### src/rtl/speles_kontrolieris.sv
// Round controller for the binary guessing game: LFSR target, per-guess timeout, score and round sequencing.
// Guess to hit/miss is 2 cycles, timer expiry to miss is 1 cycle; start is honoured only in IDLE and DONE.
module speles_kontrolieris #(
  parameter int unsigned ROUNDS      = 8,
  parameter int unsigned ROUND_TICKS = 50000000,
  parameter logic [3:0]  LFSR_SEED   = 4'b1001
) (
  input  logic       clk,
  input  logic       rst_n,
  input  logic       start,
  input  logic       guess_valid,
  input  logic       match,
  output logic [3:0] target,
  output logic       target_valid,
  output logic       hit,
  output logic       miss,
  output logic       timeout,
  output logic [3:0] score,
  output logic [3:0] round_num,
  output logic       game_over
);

  typedef enum logic [2:0] {
    S_IDLE,
    S_LOAD,
    S_WAIT_GUESS,
    S_CHECK,
    S_RESULT,
    S_DONE
  } state_t;

  localparam int unsigned TW         = $clog2(ROUND_TICKS);
  localparam logic [TW-1:0] TIMER_LAST = TW'(ROUND_TICKS - 1);
  localparam logic [3:0]  LAST_ROUND = 4'(ROUNDS - 1);
  // An all-zero LFSR would lock up, so a zero seed is replaced.
  localparam logic [3:0]  SEED       = (LFSR_SEED == 4'd0) ? 4'd1 : LFSR_SEED;

  state_t        state_q, state_d;
  logic [3:0]    lfsr_q, lfsr_d;
  logic [3:0]    target_q, target_d;
  logic [TW-1:0] timer_q, timer_d;
  logic [3:0]    score_q, score_d;
  logic [3:0]    round_q, round_d;
  logic          hit_q, hit_d;
  logic          miss_q, miss_d;
  logic          timeout_q, timeout_d;

  always_ff @(posedge clk or negedge rst_n) begin
    if (!rst_n) begin
      state_q   <= S_IDLE;
      lfsr_q    <= SEED;
      target_q  <= 4'd0;
      timer_q   <= '0;
      score_q   <= 4'd0;
      round_q   <= 4'd0;
      hit_q     <= 1'b0;
      miss_q    <= 1'b0;
      timeout_q <= 1'b0;
    end else begin
      state_q   <= state_d;
      lfsr_q    <= lfsr_d;
      target_q  <= target_d;
      timer_q   <= timer_d;
      score_q   <= score_d;
      round_q   <= round_d;
      hit_q     <= hit_d;
      miss_q    <= miss_d;
      timeout_q <= timeout_d;
    end
  end

  always_comb begin
    state_d   = state_q;
    lfsr_d    = lfsr_q;
    target_d  = target_q;
    timer_d   = timer_q;
    score_d   = score_q;
    round_d   = round_q;
    hit_d     = 1'b0;
    miss_d    = 1'b0;
    timeout_d = 1'b0;
    case (state_q)
      S_IDLE, S_DONE: begin
        if (start) begin
          score_d = 4'd0;
          round_d = 4'd0;
          state_d = S_LOAD;
        end
      end
      S_LOAD: begin
        target_d = lfsr_q;
        lfsr_d   = {lfsr_q[2:0], lfsr_q[3] ^ lfsr_q[2]};
        timer_d  = '0;
        state_d  = S_WAIT_GUESS;
      end
      S_WAIT_GUESS: begin
        timer_d = timer_q + 1'b1;
        // A guess landing on the expiry cycle takes priority over the timeout.
        if (guess_valid) begin
          state_d = S_CHECK;
        end else if (timer_q == TIMER_LAST) begin
          miss_d    = 1'b1;
          timeout_d = 1'b1;
          state_d   = S_RESULT;
        end
      end
      S_CHECK: begin
        if (match) begin
          hit_d = 1'b1;
          if (score_q != 4'hF) begin
            score_d = score_q + 4'd1;
          end
        end else begin
          miss_d = 1'b1;
        end
        state_d = S_RESULT;
      end
      S_RESULT: begin
        if (round_q == LAST_ROUND) begin
          state_d = S_DONE;
        end else begin
          round_d = round_q + 4'd1;
          state_d = S_LOAD;
        end
      end
      default: state_d = S_IDLE;
    endcase
  end

  assign target       = target_q;
  assign target_valid = (state_q == S_WAIT_GUESS);
  assign hit          = hit_q;
  assign miss         = miss_q;
  assign timeout      = timeout_q;
  assign score        = score_q;
  assign round_num    = round_q;
  assign game_over    = (state_q == S_DONE);

endmodule

### config.mk
export PLATFORM = sky130hd
export DESIGN_NAME = speles_kontrolieris
export DESIGN_NICKNAME = d
export VERILOG_FILES = /design/src/rtl/speles_kontrolieris.sv
export SDC_FILE = /design/constraint.sdc
export NUM_CORES = 1
export LEC_CHECK = 0
export BUFFER_PORTS_ARGS = -buffer_cell sky130_fd_sc_hd__buf_2
export CORE_MARGIN = 10
export CORE_UTILIZATION = 40
export CTS_CLUSTER_SIZE = 8
export DETAILED_ROUTE_END_ITERATION = 6
export PLACE_DENSITY = 0.57
export SETUP_SLACK_MARGIN = 0.5
export SLEW_MARGIN = 20
export SYNTH_ARGS = -nofsm -noshare
export SYNTH_HDL_FRONTEND = slang
export SYNTH_SLANG_ARGS = --single-unit
### constraint.sdc
create_clock -name clk -period 2.2 [get_ports clk]
set_input_delay 0.44 -clock clk [delete_from_list [all_inputs] [get_ports clk]]
set_output_delay 0.44 -clock clk [all_outputs]
set_load 0.02 [all_outputs]
**Yosys cells after proc, flatten, opt, wreduce, memory -nomap -nowiden**

Index checks and enable logic that the tools add are counted.

- Multiplexer cells: 19
- Add/sub/neg operators: 3
- Equality and inequality tests: 13
- Reduce and logical (&&, ||, !) cells: 8
- Bitwise operators: 1

Operators by type and width:

| kind | count |
|---|---|
| one-hot mux 26 bit (2 select lines) | 1 |
| adder 26 x 1 -> 26 bit, second input constant | 1 |
| == test 26 bit, second input constant | 1 |
| two-way mux 4 bit | 4 |
| one-hot mux 4 bit (2 select lines) | 2 |
| one-hot mux 3 bit (5 select lines) | 1 |
| two-way mux 3 bit | 4 |
| adder 4 x 1 -> 4 bit, second input constant | 2 |
| != test 2 bit, second input constant | 4 |
| == test 3 x 2 -> 1 bit, second input constant | 2 |
| == test 3 bit, second input constant | 2 |
| two-way mux 1 bit | 6 |
| nonzero test 2 bit | 3 |
| == test 4 x 3 -> 1 bit, second input constant | 1 |
| != test 4 bit, second input constant | 1 |
| AND reduction 4 bit | 1 |
| == test 3 x 1 -> 1 bit, second input constant | 1 |
| logical NOT 3 bit | 1 |
| != test 3 x 2 -> 1 bit, second input constant | 1 |
| AND reduction 3 bit | 1 |
| one-hot mux 1 bit (2 select lines) | 1 |
| AND reduction 2 bit | 1 |
| OR reduction 2 bit | 1 |
| bitwise XOR 1 bit | 1 |

- Input port bits: 5
- Register bits: 48
- Logic and storage cells: 53
- Output and inout bits: 17

**Longest topological paths before layout**

Gate-level depths: netlist of the first run.

- Depth in word-level cells: 4
- Gate-level depth with buffers: 7
- Mapped depth without buffers: 5

**Worst setup path before layout of the first run**

No wires, ideal clock.

- Kind: register to register
- From: reg state_q[2]
- To: reg timer_q[15]
- Path slack: 0.216 ns
- Cell stages (with the launch flop): 8
- Data required time: 2.066 ns
- Clock period less this slack: 1.984 ns
- Library setup time: 0.134 ns
- Path buffers: 3
- Arrival: 1.850 ns
- Cells stage by stage: dfrtp_1 -> buf_6 -> or3b_1 -> buf_6 -> or3_4 -> buf_6 -> o311ai_4 -> o41ai_2

- Longest elaborated chain between the ends: 2
- Elaborated cells between the ends (all ways): 4
- Those cells by class: 2 x eq/ne; 1 x mux; 1 x reduce/logical

RTL lines:

| what | line | RTL |
|---|---|---|
| start: declaration | 38 | `state_t state_q, state_d;` |
| start signal: assignment | 60 | `state_q <= state_d;` |
| == test 3 x 2 -> 1 bit or == test 3 x 1 -> 1 bit (tied branches) | 82 | `case (state_q)` |
| one-hot mux 26 bit (2 select lines) or nonzero test 2 bit (tied branches) | -- |  |
| end signal: assignment | 63 | `timer_q <= timer_d;` |
| end: declaration | 41 | `logic [TW-1:0] timer_q, timer_d;` |

Several ways; a longest one is shown, not always the timed one.
A chain may end at the register's enable or synchronous reset.

**Worst setup path after layout of the first run**

- From: reg state_q[2]
- To: out target_valid

- Longest elaborated chain between the ends: 1

RTL lines:

| what | line | RTL |
|---|---|---|
| == test 3 x 2 -> 1 bit | 131 | `assign target_valid = (state_q == S_WAIT_GUESS);` |
| end: declaration | 14 | `output logic target_valid,` |

No other way between the ends.

==> run metrics, run 1 <==
outcome finished, final reports clean; CTS buffer count 5; DR WL met3 286 um; reg2reg start state_q[2]; Worst-Margin Slew 0.503 ns; Critical Path End Type output pin; first-pass iteration count of the detailed router 4; detailed placer's ending HPWL between 3 and 4 mm; maximum fanout along the worst path 4; Final ANT Viol Nets 0; grt ovf 0; R2R setup slack about 0.49 ns; period utilization 79.8%; clk_lat worst skew roughly 0.30 ns; synthesized flop and latch total 46; synthesized area per cell roughly 9.7 um^2; Via density roughly 5.5; Setup Viol. Count Final 0; Final Hold Vio Count 0; CTS tree built; number of I/O port buffers 21; wirelength, routed ~5.5 mm; CP max stage delay ~0.43 ns; WHS between 0.09 and 0.1 ns; first-pass GRT wire length roughly 9.2 mm; CTS sink count 46; pwr/cell area 857 nW/um^2; H-tree depth 2; crit path launch state_q[2]; Root Driver clkbuf_8; CP arrival 1.32 ns; Starting Density roughly two fifths; die area about 9600 um^2; vias 2004; Synth cell types between 40 and 50; critical path class reg2out; post-synth top area share a little under half; Clock Skews between 0.01 and 0.015 ns; share of layout cells above drive strength 1 roughly 28%; max-capacitance violation count 0; ant diodes 0; RSZ-0062 raised after global routing true; I/O pin count 22; clock-pin slew on the worst setup and hold paths around 0.090 ns; Yosys warning total 0; dpl ws roughly 0.36 ns; Startpoint Class flip-flop; Worst path slowest cell or3b_4; Syn Nets between 200 and 300; crit-path cells or3b_4 > inv_4 > buf_6; Period minus WS final 1.76 ns; setup tns final 0 ns; largest net degree at the start of global routing 27; Layout area overhead 20.9%; Die X 98.0 um; Async SR Flop Fraction 100%; EDFF count, synth 0; Fmax around 570 MHz; wire length per cell between 10 and 15 um; Met2 Wirelength roughly 2.4 mm; Syn Inst Count ~250; initial drt markers a little under 50; total core area around 5900 um^2; met1 wire length around 2.7 mm; max-slew violation count 0; highest routed metal layer met4; Slew HR approximately two thirds; clock buffer depth 2; register area share after synthesis 47.4%; Die Span Y 98.0 um; total track usage 11.3%; leakage 1.45 nW; Remaining DRCs 0; vias in the first global route ~1900; Peak VDD IR 0.458 mV; class of the worst hold path in2async; setup slack after layout between 0.4 and 0.5 ns; nets approximately 300; Worst Path Required 1.76 ns; Core Rows 28; Main synth FF type dfrtp_1; synthesized area between 2000 and 2500 um^2; top cells by area, synth dfrtp_1, nand2_1, mux2i_1; routability cong. 0.834; dominant cell type by area after synthesis dfrtp_1; antenna violations before repair 0
[per-layer routing]
metal	GRT usage, %	vias up
li1	-	977
met1	15.3	979
met2	16.8	39
met3	3.17	9
met4	4.14	0
met5	0	-
[timing repair]
item | in CTS | in global routing
buffers inserted | 9 | 6
pin swaps | 3 | 8
endpoints found under the hold margin | 0 | 0
endpoints found under the setup margin | 17 | 27
resized for setup | 13 | 13
hold buffers | 0 | 0
[where the power goes]
group / internal [mW] / switching, mW
sequential: 0.924 / 0.0711
combinational: 0.424 / 0.602
clock: 0.226 / 0.271
total: 1.57 / 0.945
[worst max-delay path: cells and delay by family, from the launching register on]
family	cells	cell delay [ns]
flops	1	0.39
simple gates	1	0.43
buf+inv	2	0.19
[cell usage in the layout, fill, tap and decap left out, types with 3 or more instances in the layout]
master    Yosys  routed
a21o_1        3       3
a21oi_1       5       5
a31oi_1       6       4
and3_1        8       7
buf_2         1      19
buf_4         2      26
clkbuf_1     10       3
clkbuf_8      0       5
dfrtp_1      44      42
inv_1         6       5
mux2i_1      13      13
nand2_1      48      47
nand2b_1      5       5
nand3_1      15      15
nand4_1       8       8
nor2_1        7       7
nor3b_1       3       3
o211ai_1      3       3
o21ai_0      12       9
o21ai_1       0       3
o22ai_1       3       3
o31ai_1       4       4
[cell families after synthesis]
group,Yosys count,synth area share [%]
xor+xnor,2,0.720
simple gates,121,27.4
mux,14,5.81
compound gates,43,12.4
fa+ha+maj,3,1.54
buf+inv,22,4.68
flops,46,47.4
[path summary, 6_finish.rpt]
| kind | endpoint | cells past startpoint |
|---|---|---|
| worst max-delay path | target_valid | 3 |
| worst min-delay path | timer_q[1] | 1 |
| worst max register to register | timer_q[15] | 4 |
| worst min register to register | lfsr_q[3] | 2 |
| max in group asynchronous | lfsr_q[0] | 2 |
| min in group clk | miss | 2 |
[layout make-up]
| cell class | count | area [um^2] |
|---|---|---|
| Timing Repair Buffer | 47 | 322 |
| Sequential cell | 46 | 1160 |
| Clock buffer | 8 | 80.1 |
| Inverter | 6 | 25.0 |
| Multi-Input combinational cell | 183 | 1260 |
| Fill cell | 581 | 2980 |
| Tap cell | 75 | 93.8 |
[Yosys cell counts, types with 4 or more instances]
cell type / count
clkbuf_1: 10
nor2_1: 7
o31ai_1: 4
and3_1: 8
nand2_1: 48
mux2i_1: 13
nand3_1: 15
nand4_1: 8
inv_1: 6
a31oi_1: 6
a21oi_1: 5
nand2b_1: 5
o21ai_0: 12
dfrtp_1: 44
[flip-flops by register name, summed over array words and instances (netlist names)]
| name | count |
|---|---|
| round_num | 4 |
| miss | 1 |
| score | 4 |
| timeout | 1 |
| state_q | 3 |
| timer_q | 26 |
| lfsr_q | 4 |
| target | 2 |
| hit | 1 |
[stage by stage]
stage / utilization, % / power (mW) / cell area [um^2] / cells
after global routing: 49.7 / 2.70 / 2940 / 365
after global placement: 44.8 / 1.86 / 2650 / 342
after floorplan: - / 1.60 / 2450 / 251
after CTS: 48.1 / 2.50 / 2850 / 359
final: 49.7 / 2.52 / 2940 / 365
after detailed placement: 44.8 / 1.88 / 2650 / 342
Note: power is estimated with default switching activity, not from simulation.
==> inputs of run 2 (changes only) <==
==> constraint.sdc (replaced) <==
create_clock -name clk -period 1.7 [get_ports clk]
set_input_delay 0.34 -clock clk [delete_from_list [all_inputs] [get_ports clk]]
set_output_delay 0.34 -clock clk [all_outputs]
set_load 0.02 [all_outputs]
==> run metrics, run 2 (same netlist as run 1, synthesis figures left out) <==
outcome finished, violations left; failing checks setup timing; setup tns final -0.680 ns (-0.680 ns); share of layout cells above drive strength 1 50.4% (+22 points); period utilization 105%; H-tree depth 2 (unchanged); Final ANT Viol Nets 0 (unchanged); Critical Path End Type flip-flop; critical path class reg2reg; max-slew violation count 0 (unchanged); CTS buffer count 5 (unchanged); max-capacitance violation count 0 (unchanged); Setup Viol. Count Final 14 (+14); Startpoint Class flip-flop; Non-Filler Instances 422 (+16%); total core area 5920 um^2 (unchanged); clock-pin slew on the worst setup and hold paths 0.10 ns (about the same); Finished Core Util 65.5% (+16 points); first-pass iteration count of the detailed router 4 (unchanged); number of I/O port buffers 21 (unchanged); I/O pin count 22 (unchanged); Via density 5.35 (-2.6%); dpl ws -0.0860 ns (-0.451 ns); Layout area overhead 59.4%; CTS sink count 46 (unchanged); Biggest register timer_q; routability cong. 0.781 (-6.3%); CP arrival 2.02 ns (+0.70 ns); Peak VDD IR 0.716 mV (+56%); Final Hold Vio Count 0 (unchanged); max FFs per register 26 (unchanged); Fmax 560 MHz; Worst-Margin Slew 0.326 ns (-0.177 ns); most frequent cells in the layout buf_4, nand2_1, dfrtp_1; vias in the first global route 2293 (+24%); clock buffer depth 2 (unchanged); Die Span Y 98.0 um (unchanged); die area 9600 um^2 (unchanged); vias 2256 (+13%); wirelength, routed 6.96 mm (+27%); total track usage 13.7% (+2.4 points); detailed placer's ending HPWL 4.32 mm (+12%); Die X 98.0 um (unchanged); Root Driver clkbuf_8; nets 354 (+19%); first-pass GRT wire length 11.2 mm (+21%); pwr/cell area 1160 nW/um^2 (+35%); grt ovf 0 (unchanged); placed insts 369 (+7.9%); CTS tree built; most common cell after layout, fill and taps aside buf_4; Starting Density 41.1% (unchanged); setup slack after layout -0.0847 ns (-0.528 ns); class of the worst hold path in2reg; Core Rows 28 (unchanged); ant diodes 0 (unchanged); antenna violations before repair 0 (unchanged); RSZ-0062 raised after global routing true; Period minus WS final about 1.8 ns; Tot Pwr 4.49 mW (+78%); Remaining DRCs 0 (unchanged); Slew HR 78.2% (+12 points); Clock Skews 0.00929 ns (-0.000831 ns); maximum fanout along the worst path 6 (+2); wire length per cell 16.5 um (+10%); largest net degree at the start of global routing 24 (-11%); clk_lat worst skew 0.31 ns (about the same); leakage 1.88 nW (+30%); Worst Path Required 1.94 ns (+0.18 ns); initial drt markers 51 (+4.1%)
==> run 2: changes by cell type in the layout (fill, tap and decap cells not counted), sizes merged <==
cell	delta
inv	+1
clkbuf	-3
clkinvlp	+1
buf	+56
dlygate4sd3	+1
clkinv	+1
==> run 2: final cells by class <==
type                            count  area (um^2)
Clock inverter                      3         25.0
Inverter                            6         25.0
Sequential cell                    46         1160
Tap cell                           75         93.8
Timing Repair Buffer              104          997
Fill cell                         438         2040
Multi-Input combinational cell    183         1510
Clock buffer                        5         68.8
==> run 2: worst max-delay path: stages, from the launching register on <==
cell and delay (ns):
dfrtp_1 0.39, or3b_4 0.45, buf_4 0.16, buf_6 0.13
nor4_4 0.15, buf_6 0.16, nand4_1 0.10, mux2i_1 0.18
==> run 2: path summary, 6_finish.rpt <==
kind	startpoint	to	slack [ns]	depth (start not counted)
hold reg to reg	lfsr_q[0]	lfsr_q[0]	0.48	2
max in group asynchronous	rst_n	timer_q[10]	0.80	3
setup / recovery	state_q[0]	timer_q[21]	-0.08	7
min in group asynchronous	rst_n	score[1]	0.35	2
hold / removal	match	miss	0.25	2
setup reg to reg	state_q[0]	timer_q[21]	-0.08	7
==> run 2: power by group <==
group | internal, mW | switching [mW] | total (mW) | leakage [nW]
registers | 1.20 | 0.0916 | 1.29 | 0.618
clock network | 0.298 | 0.424 | 0.722 | 0.0447
logic | 1.31 | 1.17 | 2.48 | 1.22
==> run 2: timing repair <==
item / in CTS / in global routing
gates resized for setup: 90 / 41
pin swaps: 20 / 25
buffers inserted: 25 / 17
endpoints found under the hold margin: 3 / 0
hold buffers: 1 / 0
setup endpoints to repair: 61 / 62
gates cloned: 2 / 0
==> run 2: stage by stage <==
| stage | cell area [um^2] | hold slack (ns) |
|---|---|---|
| floorplan | 2550 | 0.0444 |
| global placement | 2890 | 0.150 |
| detailed placement | 2890 | 0.153 |
| CTS | 3560 | 0.244 |
| global route | 3880 | 0.262 |
| finish | 3880 | 0.250 |
==> run 2: routing by layer <==
layer  GRT usage, %  vias to the layer above  wire (um)
li1               -                     1103          -
met1           17.1                     1114       3100
met2           22.7                       26       3530
met3           3.31                       13        237
met4           4.25                        0         95
met5              0                        -          0
==> inputs of run 3 (changes only) <==
--- a/config.mk
+++ b/config.mk
@@ -6,11 +6,12 @@
 export NUM_CORES = 1
 export LEC_CHECK = 0
 export BUFFER_PORTS_ARGS = -buffer_cell sky130_fd_sc_hd__buf_2
+export CORE_ASPECT_RATIO = 0.5
 export CORE_MARGIN = 10
-export CORE_UTILIZATION = 40
+export CORE_UTILIZATION = 50
 export CTS_CLUSTER_SIZE = 8
 export DETAILED_ROUTE_END_ITERATION = 6
-export PLACE_DENSITY = 0.57
+export PLACE_DENSITY = 0.69
 export SETUP_SLACK_MARGIN = 0.5
 export SLEW_MARGIN = 20
 export SYNTH_ARGS = -nofsm -noshare
==> run metrics, run 3 (same netlist as run 1, synthesis figures left out) <==
crit-path cells buf_4 > buf_6 > buf_4 > nand4b_1 > a31oi_4 > nor2_1 > mux2_4; Starting Density 53.4% (+12 points); class of the worst hold path in2async; RSZ-0062 raised after global routing true; Critical path buffers and inverters 3 (unchanged); Startpoint Class flip-flop; number of I/O port buffers 21 (unchanged); routability cong. 0.835 (+6.9%); first-pass GRT wire length 10.6 mm (-5.0%); Root Driver clkbuf_8; CP max stage delay 0.40 ns (-0.05 ns); total core area 4550 um^2 (-23%); Critical Path End Type flip-flop; cell repeated most along the worst path buf_4; wirelength, routed 9.05 mm (+30%); H-tree depth 2 (unchanged); clk_lat worst skew 0.31 ns (about the same); clock-pin slew on the worst setup and hold paths 0.10 ns (about the same); nets 337 (-4.8%); Layout area overhead 55.7%; period utilization 108% (+2.6 points); Die X 119 um (+21%); CP arrival 2.04 ns (+0.02 ns); I/O pin count 22 (unchanged); P_int 2.95 mW (+5.4%); critical path class reg2reg; antenna violations before repair 0 (unchanged); Clk pwr share 18.4% (+2.3 points); Logic pwr share 54.3% (-0.9 points); Period minus WS final 1.83 ns (+0.0445 ns); setup slack after layout -0.129 ns (-0.0445 ns); Biggest register timer_q; Net Switching 1.81 mW (+7.4%); failing checks DRC, setup timing; Setup Viol. Count Final 19 (+5); sequential share of power 27.4% (-1.4 points); max FFs per register 26 (unchanged); Clock Skews 0.0149 ns (+0.00562 ns); largest net degree at the start of global routing 47 (+96%); detailed placer's ending HPWL 3.89 mm (-9.9%); ant diodes 0 (unchanged); total track usage 15.2% (+1.5 points); clock buffer depth 2 (unchanged); delay-heaviest family, CP buffers and inverters; share of layout cells above drive strength 1 50.6% (+0.17 points); leakage 1.86 nW (-1.5%); Tot Pwr 4.77 mW (+6.1%); hold_buf cts 0 (-1); Fmax 547 MHz (-2.4%); Slew HR 78.7% (+0.45 points); outcome finished, violations left; Core Rows 17 (-39%); Switching Share 38.0% (+0.44 points); pwr/cell area 1260 nW/um^2 (+8.7%); Final Hold Vio Count 0 (unchanged); grt ovf 0 (unchanged); Via density 6.51 (+22%); most frequent cells in the layout buf_4, nand2_1, dfrtp_1; maximum fanout along the worst path 5 (-1); vias 2576 (+14%); Worst Path Required 1.91 ns (-0.03 ns); WHS 0.00320 ns (-0.247 ns); Worst path slowest cell dfrtp_1; CTS tree built; CTS sink count 46 (unchanged); most common cell after layout, fill and taps aside buf_4; Peak VDD IR 0.610 mV (-15%); CTS buffer count 5 (unchanged); Finished Core Util 83.2% (+18 points); die area 8220 um^2 (-14%); Remaining DRCs 8 (+8); first-pass iteration count of the detailed router 7 (+3); max-capacitance violation count 0 (unchanged); vias in the first global route 2140 (-6.7%); placed insts 350 (-5.1%); Worst-Margin Slew 0.316 ns (-0.0101 ns); wire length per cell 22.8 um (+39%); initial drt markers 258 (+410%); Non-Filler Instances 396 (-6.2%); Die Span Y 69.3 um (-29%); Final ANT Viol Nets 0 (unchanged); max-slew violation count 0 (unchanged)
## run 3: per-stage QoR
stage,instance area [um^2],worst slack [ns],setup TNS [ns]
floorplan,2550,-0.165,-0.489
global placement,2820,-0.0165,-0.0165
detailed placement,2820,-0.0745,-0.200
CTS,3390,-0.0257,-0.0471
global route,3790,-0.178,-1.68
finish,3790,-0.129,-0.830
## run 3: layer usage
layer	global-route usage, %	vias to the layer above	part of all wire, %	routed length [um]
met5	0	-	0	0
met4	3.73	0	4.9	442
met3	4.29	57	9.4	848
met2	24.5	180	49	4450
met1	19.6	1268	37	3300
li1	-	1071	-	-
## run 3: path summary, 6_finish.rpt
kind | from | to | slack, ns | cells after the start
worst max-delay path | state_q[2] | score[0] | -0.13 | 7
worst min-delay path | rst_n | timer_q[18] | 0.003 | 2
worst max register to register | state_q[2] | score[0] | -0.13 | 7
worst min register to register | lfsr_q[0] | lfsr_q[0] | 0.49 | 2
max in group asynchronous | rst_n | lfsr_q[0] | 1.41 | 2
min in group clk | match | miss | 0.28 | 2
## run 3: timing repair
action	CTS	global route
buffers inserted	17	17
pin swaps	10	31
gates resized for setup	65	64
cloned	2	2
endpoints found under the setup margin	57	60
## run 3: worst register-to-register path: cells and delay by family, from the launching register on
family / cells / cell delay, ns
AOI/OAI and AO/OA: 1 / 0.29
and+or+nand+nor: 2 / 0.36
buffers and inverters: 3 / 0.41
muxes: 1 / 0.26
DFF: 1 / 0.40
## run 3: power by group through the flow
stage | registers [mW] | logic, mW | clock network (mW)
after global routing | 1.31 | 2.70 | 0.922
after floorplan | 1.36 | 0.891 | 0
after global placement | 1.29 | 1.26 | 0
after CTS | 1.28 | 1.88 | 0.866
final | 1.30 | 2.59 | 0.876
after detailed placement | 1.30 | 1.28 | 0
## run 3: final cells by class
class | instances | area [um^2]
Clock buffer | 7 | 86.3
Clock inverter | 1 | 30.0
Fill cell | 208 | 764
Inverter | 6 | 25.0
Multi-Input combinational cell | 183 | 1540
Sequential cell | 46 | 1160
Tap cell | 66 | 82.6
Timing Repair Buffer | 87 | 867
